File: src/rtl/output_decoder_pkg.sv
// Shared types for the output strobe decoder: request modes and FSM states.
package output_decoder_pkg;
  typedef enum logic [1:0] {
    MODE_HOLD   = 2'd0,
    MODE_PULSE  = 2'd1,
    MODE_THERMO = 2'd2,
    MODE_TOGGLE = 2'd3
  } mode_e;

  typedef enum logic {
    ST_IDLE  = 1'b0,
    ST_PULSE = 1'b1
  } state_e;
endpackage

File: src/rtl/out_index_decode.sv
// Combinational decode of a 1-based select code into one-hot and thermometer vectors.
module out_index_decode #(
  parameter int IN_SIZE  = 3,
  parameter int OUT_SIZE = 8
) (
  input  logic [IN_SIZE-1:0]  sel,
  output logic [OUT_SIZE-1:0] onehot,
  output logic [OUT_SIZE-1:0] thermo,
  output logic                in_range
);
  assign in_range = (int'(sel) <= OUT_SIZE);

  // Code 0 matches no lane, so both vectors fall to zero naturally.
  for (genvar i = 0; i < OUT_SIZE; i++) begin : g_lane
    assign onehot[i] = (int'(sel) == i + 1);
    assign thermo[i] = in_range && (int'(sel) > i);
  end
endmodule

File: src/rtl/output_strobe_decoder.sv
// Registered strobe decoder: hold / pulse / thermometer / toggle output modes
// with a sticky out-of-range flag and a fixed-length pulse FSM.
module output_strobe_decoder
  import output_decoder_pkg::*;
#(
  parameter int IN_SIZE   = 3,
  parameter int OUT_SIZE  = 8,
  parameter int PULSE_LEN = 4
) (
  input  logic                clk,
  input  logic                rst,
  input  logic [IN_SIZE-1:0]  sel_i,
  input  logic [1:0]          mode_i,
  input  logic                valid_i,
  output logic                ready_o,
  input  logic                clr_i,
  output logic [OUT_SIZE-1:0] out_o,
  output logic                busy_o,
  output logic                err_o
);
  localparam int CW = $clog2(PULSE_LEN + 1);

  state_e              state_q, state_d;
  logic [CW-1:0]       cnt_q, cnt_d;
  logic [OUT_SIZE-1:0] out_q, out_d;
  logic                err_q, err_d;

  logic [OUT_SIZE-1:0] onehot, thermo;
  logic                in_range, accept;

  out_index_decode #(.IN_SIZE(IN_SIZE), .OUT_SIZE(OUT_SIZE)) u_dec (
    .sel      (sel_i),
    .onehot   (onehot),
    .thermo   (thermo),
    .in_range (in_range)
  );

  assign busy_o  = (state_q == ST_PULSE);
  assign ready_o = !busy_o;
  assign accept  = valid_i && ready_o;
  assign out_o   = out_q;
  assign err_o   = err_q;

  always_ff @(posedge clk or posedge rst) begin
    if (rst) begin
      state_q <= ST_IDLE;
      cnt_q   <= '0;
      out_q   <= '0;
      err_q   <= 1'b0;
    end else begin
      state_q <= state_d;
      cnt_q   <= cnt_d;
      out_q   <= out_d;
      err_q   <= err_d;
    end
  end

  always_comb begin
    state_d = state_q;
    cnt_d   = cnt_q;
    out_d   = out_q;
    err_d   = err_q;
    if (clr_i) begin
      // Clear wins over any same-cycle accept; the request is dropped.
      state_d = ST_IDLE;
      cnt_d   = '0;
      out_d   = '0;
      err_d   = 1'b0;
    end else if (state_q == ST_PULSE) begin
      // Counter starts at 1 on entry, so PULSE_LEN busy cycles end here.
      if (cnt_q == CW'(PULSE_LEN)) begin
        state_d = ST_IDLE;
        cnt_d   = '0;
        out_d   = '0;
      end else begin
        cnt_d = cnt_q + CW'(1);
      end
    end else if (accept) begin
      if (!in_range) begin
        err_d = 1'b1;
        out_d = '0;
      end else begin
        case (mode_e'(mode_i))
          MODE_HOLD:   out_d = onehot;
          MODE_THERMO: out_d = thermo;
          MODE_TOGGLE: out_d = out_q ^ onehot;
          MODE_PULSE: begin
            out_d = onehot;
            if (|sel_i) begin
              state_d = ST_PULSE;
              cnt_d   = CW'(1);
            end
          end
          default:     out_d = out_q;
        endcase
      end
    end
  end
endmodule

File: config.mk
export PLATFORM = sky130hd
export DESIGN_NAME = output_strobe_decoder
export DESIGN_NICKNAME = d
export VERILOG_FILES = /design/src/rtl/output_decoder_pkg.sv /design/src/rtl/out_index_decode.sv /design/src/rtl/output_strobe_decoder.sv
export SDC_FILE = /design/constraint.sdc
export NUM_CORES = 1
export LEC_CHECK = 0
export CORE_UTILIZATION = 52
export DETAILED_ROUTE_END_ITERATION = 6
export PLACE_DENSITY = 0.83
export SYNTH_ARGS = -nofsm -noshare
export SYNTH_HDL_FRONTEND = slang
export SYNTH_SLANG_ARGS = --single-unit
File: constraint.sdc
create_clock -name clk -period 3.2 [get_ports clk]
set_input_delay 0.32 -clock clk [delete_from_list [all_inputs] [get_ports clk]]
set_output_delay 0.32 -clock clk [all_outputs]
set_load 0.005 [all_outputs]
# Word level (Yosys, flattened, before mapping)
# Index checks and enable logic that the tools add are counted.
# totals
regBits	12
latch_bits	0
ram_bits	0
mem_bits_ro	0
in_bits	9
output_inout_bits	11
mem_count	0
# classes
n_addsub	1
mul	0
div	0
order_cmp	7
n_eq_ne	12
shifts	0
muxes	17
bitwise	1
n_reduce_logical	10
# ops
operator	count
$mux 8	4
$pmux 8 s3	1
$mux 3	6
$eq 3x3->1 const B	5
$gt 3x3->1 const B	3
$reduce_bool 3->1	3
$xor 8x7->8	1
$eq 3x2->1 const B	2
$gt 3x1->1 const B	2
$gt 3x2->1 const B	2
$mux 1	6
$eq 2x2->1 const B	2
$add 3x1->3 const B	1
$eq 3x1->1 const B	1
$ne 3x2->1 const B	1
$reduce_and 3->1	1
$reduce_or 3->1	1
$eq 2x1->1 const B	1
$logic_not 2->1	1
$reduce_and 2->1	1
$reduce_or 2->1	1
$logic_and 1x1->1	1
$logic_not 1->1	1

# Logic depth before layout (Yosys ltp)
# depth
ltp_word	6
depth_mapped	6

# By module
# A second synthesis with hierarchy kept.
# unflattened
hier_cells	123
area_unflattened_um2	1027.2
# modules_own_cells
module	n_inst	cells_each	area_per_inst_um2	seq_area_each_um2
output_strobe_decoder	1	101	860.8	325.3
out_index_decode	1	22	166.4	0.0

# Worst setup path after synthesis
# OpenSTA, ideal clock, no wires.
# synth_path
path_type	reg2reg
from	register cnt_q[0]
to	register out_q[6], in the netlist out_o[6]
arrival_ns	1.320
path_slack_ns	1.814
stages_incl_launch_ff	7
n_path_buf	0
period_less_slack_ns	1.386
path_cell_list	dfrtp_1 inv_1 ha_1 and3_4 a211oi_4 a31o_1 a22o_1
# synth_via
elab_chain_len	3
# synth_rtl
item	line	source
start, declared	output_strobe_decoder.sv:24	logic [CW-1:0] cnt_q, cnt_d;
start signal, assigned	output_strobe_decoder.sv:52	cnt_q <= cnt_d;
$eq 3x3->1	output_strobe_decoder.sv:71	if (cnt_q == CW'(PULSE_LEN)) begin
$ne 3x2->1 (no source line)	-	
$reduce_and 2->1 (no source line)	-	
end signal, assigned	output_strobe_decoder.sv:53	out_q <= out_d;
end, declared	output_strobe_decoder.sv:25	logic [OUT_SIZE-1:0] out_q, out_d;
# No other way between the ends.
# A chain may end at the register's enable or synchronous reset.

# Worst setup path in the final report
# layout_path
from	register state_q, in the netlist busy_o
to	output ready_o
# layout_via
elab_chain_len	1
# layout_rtl
item	line	source
start, declared	output_strobe_decoder.sv:23	state_e state_q, state_d;
start signal, assigned	output_strobe_decoder.sv:51	state_q <= state_d;
$logic_not 1->1	output_strobe_decoder.sv:39	assign ready_o = !busy_o;
end, declared	output_strobe_decoder.sv:15	output logic ready_o,
# No other way between the ends.

==> metrics.md <==
| Metric | Value |
|---|---|
| Largest net degree at the start of global routing | 14 |
| Worst-Skew Late Latency | 0.27 ns |
| CTS tree | done |
| Vias | 766 |
| Crit share post-route | 0.545 |
| Final setup vio count | 0 |
| RSZ-0062 raised after global routing | no |
| Area leader, netlist | dfrtp_1 |
| Final hold slack | 0.340 ns |
| Post-Synth Simple-Gate Area | 0.223 |
| Dpl cells | 122 |
| TNS Setup | 0 ns |
| Setup Fix Bufs, Post-CTS | 0 |
| Worst slew pin tran | 0.575 ns |
| Post-synth top cells | dfrtp_1, nand2_1, a21oi_1, o21ai_0 |
| Core ar. | 0.00151 mm2 |
| First-pass GRT wire length | 3030 um |
| Status | complete, no violations |
| Wire length per cell | 13.9 um |
| DRT Wirelength | 1750 um |
| Gr usage total | 0.223 |
| Synth Area in Adders | 0.0297 |
| Chip Width | 42.2 um |
| Synthesized area per cell | 8.68 um2 |
| Synth Warn # | 0 |
| Final hold viol count | 0 |
| Post-cts resize count | 0 |
| CP endpoint kind | output port |
| Clock Path Buffers | 2 |
| Kind of critical path | flop to output port |
| Starting Density | 0.559 |
| Post-Synth XOR/XNOR Area | 0 |
| Antenna Cells | 0 |
| Initial DRC Count | 19 |
| Worst Hold Class | input port to async pin |
| Crit path launch type | flop |
| EDFF count, synth | 0 |
| First-pass DRT Iterations | 4 |
| Area growth, synth to finish | 17.5% |
| # rows | 14 |
| Port bufs | 17 |
| Root Driver | clkbuf_4 |
| Crit-path max FO | 11 |
| Height of the die | 42.2 um |
| Fmax | 574 MHz |
| IO Pins | 20 |
| Design area | 990 um2 |
| LEAKAGE | 0.000411 uW |
| Synth Register Bits | 11 |
| Fin. max-slew vios | 0 |
| Final Non-Filler Cells | 126 |
| Largest family of logic cells by synthesized area | compound AO/OA/AOI/OAI gates |
| Required time worst endpoint | 2.88 ns |
| Dpl cell area | 963 um2 |
| Top cell type's share of synthesized area | 0.327 |
| CP max-delay cell | clkdlybuf4s50_1 |
| Mux cell area share after synthesis | 0 |
| Final #Nets | 122 |
| ANT nets after route | 0 |
| Arrival time at the worst endpoint | 1.42 ns |
| Detailed Place HPWL | 1250 um |
| Async set-or-reset flop fraction in the synthesized netlist | 1.00 |
| Worst-path clk slew | 0.08 ns |
| Fin util | 0.657 |
| Area contributors post-synth | dfrtp_1, nand2_1, a32o_1 |
| Sequential area share after synthesis | 0.327 |
| Largest stage delay, worst path | 0.51 ns |
| CTS Hold Buffers Added | 0 |
| DRC Markers | 0 |
| Power Density | 330 mW/mm2 |
| Mapped cell area | 842 um2 |
| GP Congestion | 0.870 |
| Top_reg_cell synth | dfrtp_1 |
| Worst path cell trace | inv_2 -> clkdlybuf4s50_1 |
| Layout cell share with drive strength beyond 1 | 0.109 |
| Peak VDD IR | 0.220 mV |
| Clock sink count | 11 |
| Vias per Instance | 6.08 |
| Worst rel slew slack | 0.616 |
| Post-Syn Instances | 97 |
| Die area | 0.00178 mm2 |
| Compound-Gate Fraction of Synth Area | 0.303 |
| GR Overflow Total | 0 |
| Final min period | 1.74 ns |
| Initial antenna violation count | 0 |
| Synth cell types | 39 |
| Clock skew | 0.00607 ns |
| TritonCTS Buffers | 3 |
| CTS H-tree depth | 1 |
| Vias in the first global route | 690 |
| Maxcap violations | 0 |
-- kinds of logic (layout without fill, tap and decap cells) --
kind of cell	after synthesis	after routing
adders and majority gates	2	2
buffers and inverters	15	27
AOI/OAI and AO/OA	35	35
DFF	11	11
other	1	2
and+or+nand+nor	33	33
-- routing by layer --
layer | track usage | routed length, um | up-vias | share of wire
met2 | 0.366 | 818 | 28 | 0.47
met4 | 0.113 | 19 | 0 | 0.011
met3 | 0.0388 | 109 | 2 | 0.062
li1 | - | - | 374 | -
met5 | 0 | 0 | - | 0
met1 | 0.279 | 805 | 362 | 0.46
-- path summary, 6_finish.rpt --
path / from / end / slack (ns) / cells after the start
min in group clk: cnt_q[2] / cnt_q[2] / 0.54 / 1
min: rst / out_o[0] / 0.34 / 2
max reg2reg: cnt_q[0] / out_o[6] / 1.63 / 6
min reg2reg: cnt_q[2] / cnt_q[2] / 0.54 / 1
max: busy_o / ready_o / 1.46 / 2
max in group asynchronous: rst / busy_o / 2.55 / 2
-- placed cells by master (no fill, tap or decap), drive strengths merged, types with 3 or more instances in the layout --
master,instances
a21o,3
a21oi,9
a22o,3
a32o,4
clkbuf,4
clkdlybuf4s50,17
dfrtp,11
inv,6
nand2,11
nand3,5
nor2,4
o21ai,9
-- cell type report --
cell class | instances | area, um2
clock buffers | 4 | 26.3
fillers | 132 | 517
inverters | 6 | 22.5
multi-input cells | 72 | 475
flip-flops and latches | 11 | 275
well taps | 16 | 20.0
repair buffers | 17 | 170
-- power by group --
group	leakage [uW]	internal, uW	switching (uW)	total, uW
logic	0.000246	38.5	39.8	78.3
clock network	0.0000150	48.2	48.1	96.4
registers	0.000151	145	7.13	152
total	0.000411	232	95.1	327
-- registers in the layout, summed over array words and instances, names as in the netlist --
register	flops
busy_o	1
cnt_q	3
out_o	7
-- per-stage QoR --
step | setup slack, ns | power [uW]
finish | 1.46 | 327
global route | 1.38 | 349
CTS | 1.44 | 330
detailed placement | 1.28 | 233
global placement | 1.31 | 231
floorplan | 1.81 | 208
-- critical path: cells and delay by family (launching register included) --
family	cells	cell delay, ns
buffers and inverters	2	0.67
flip-flops	1	0.49
(Power assumes the default switching activity.)
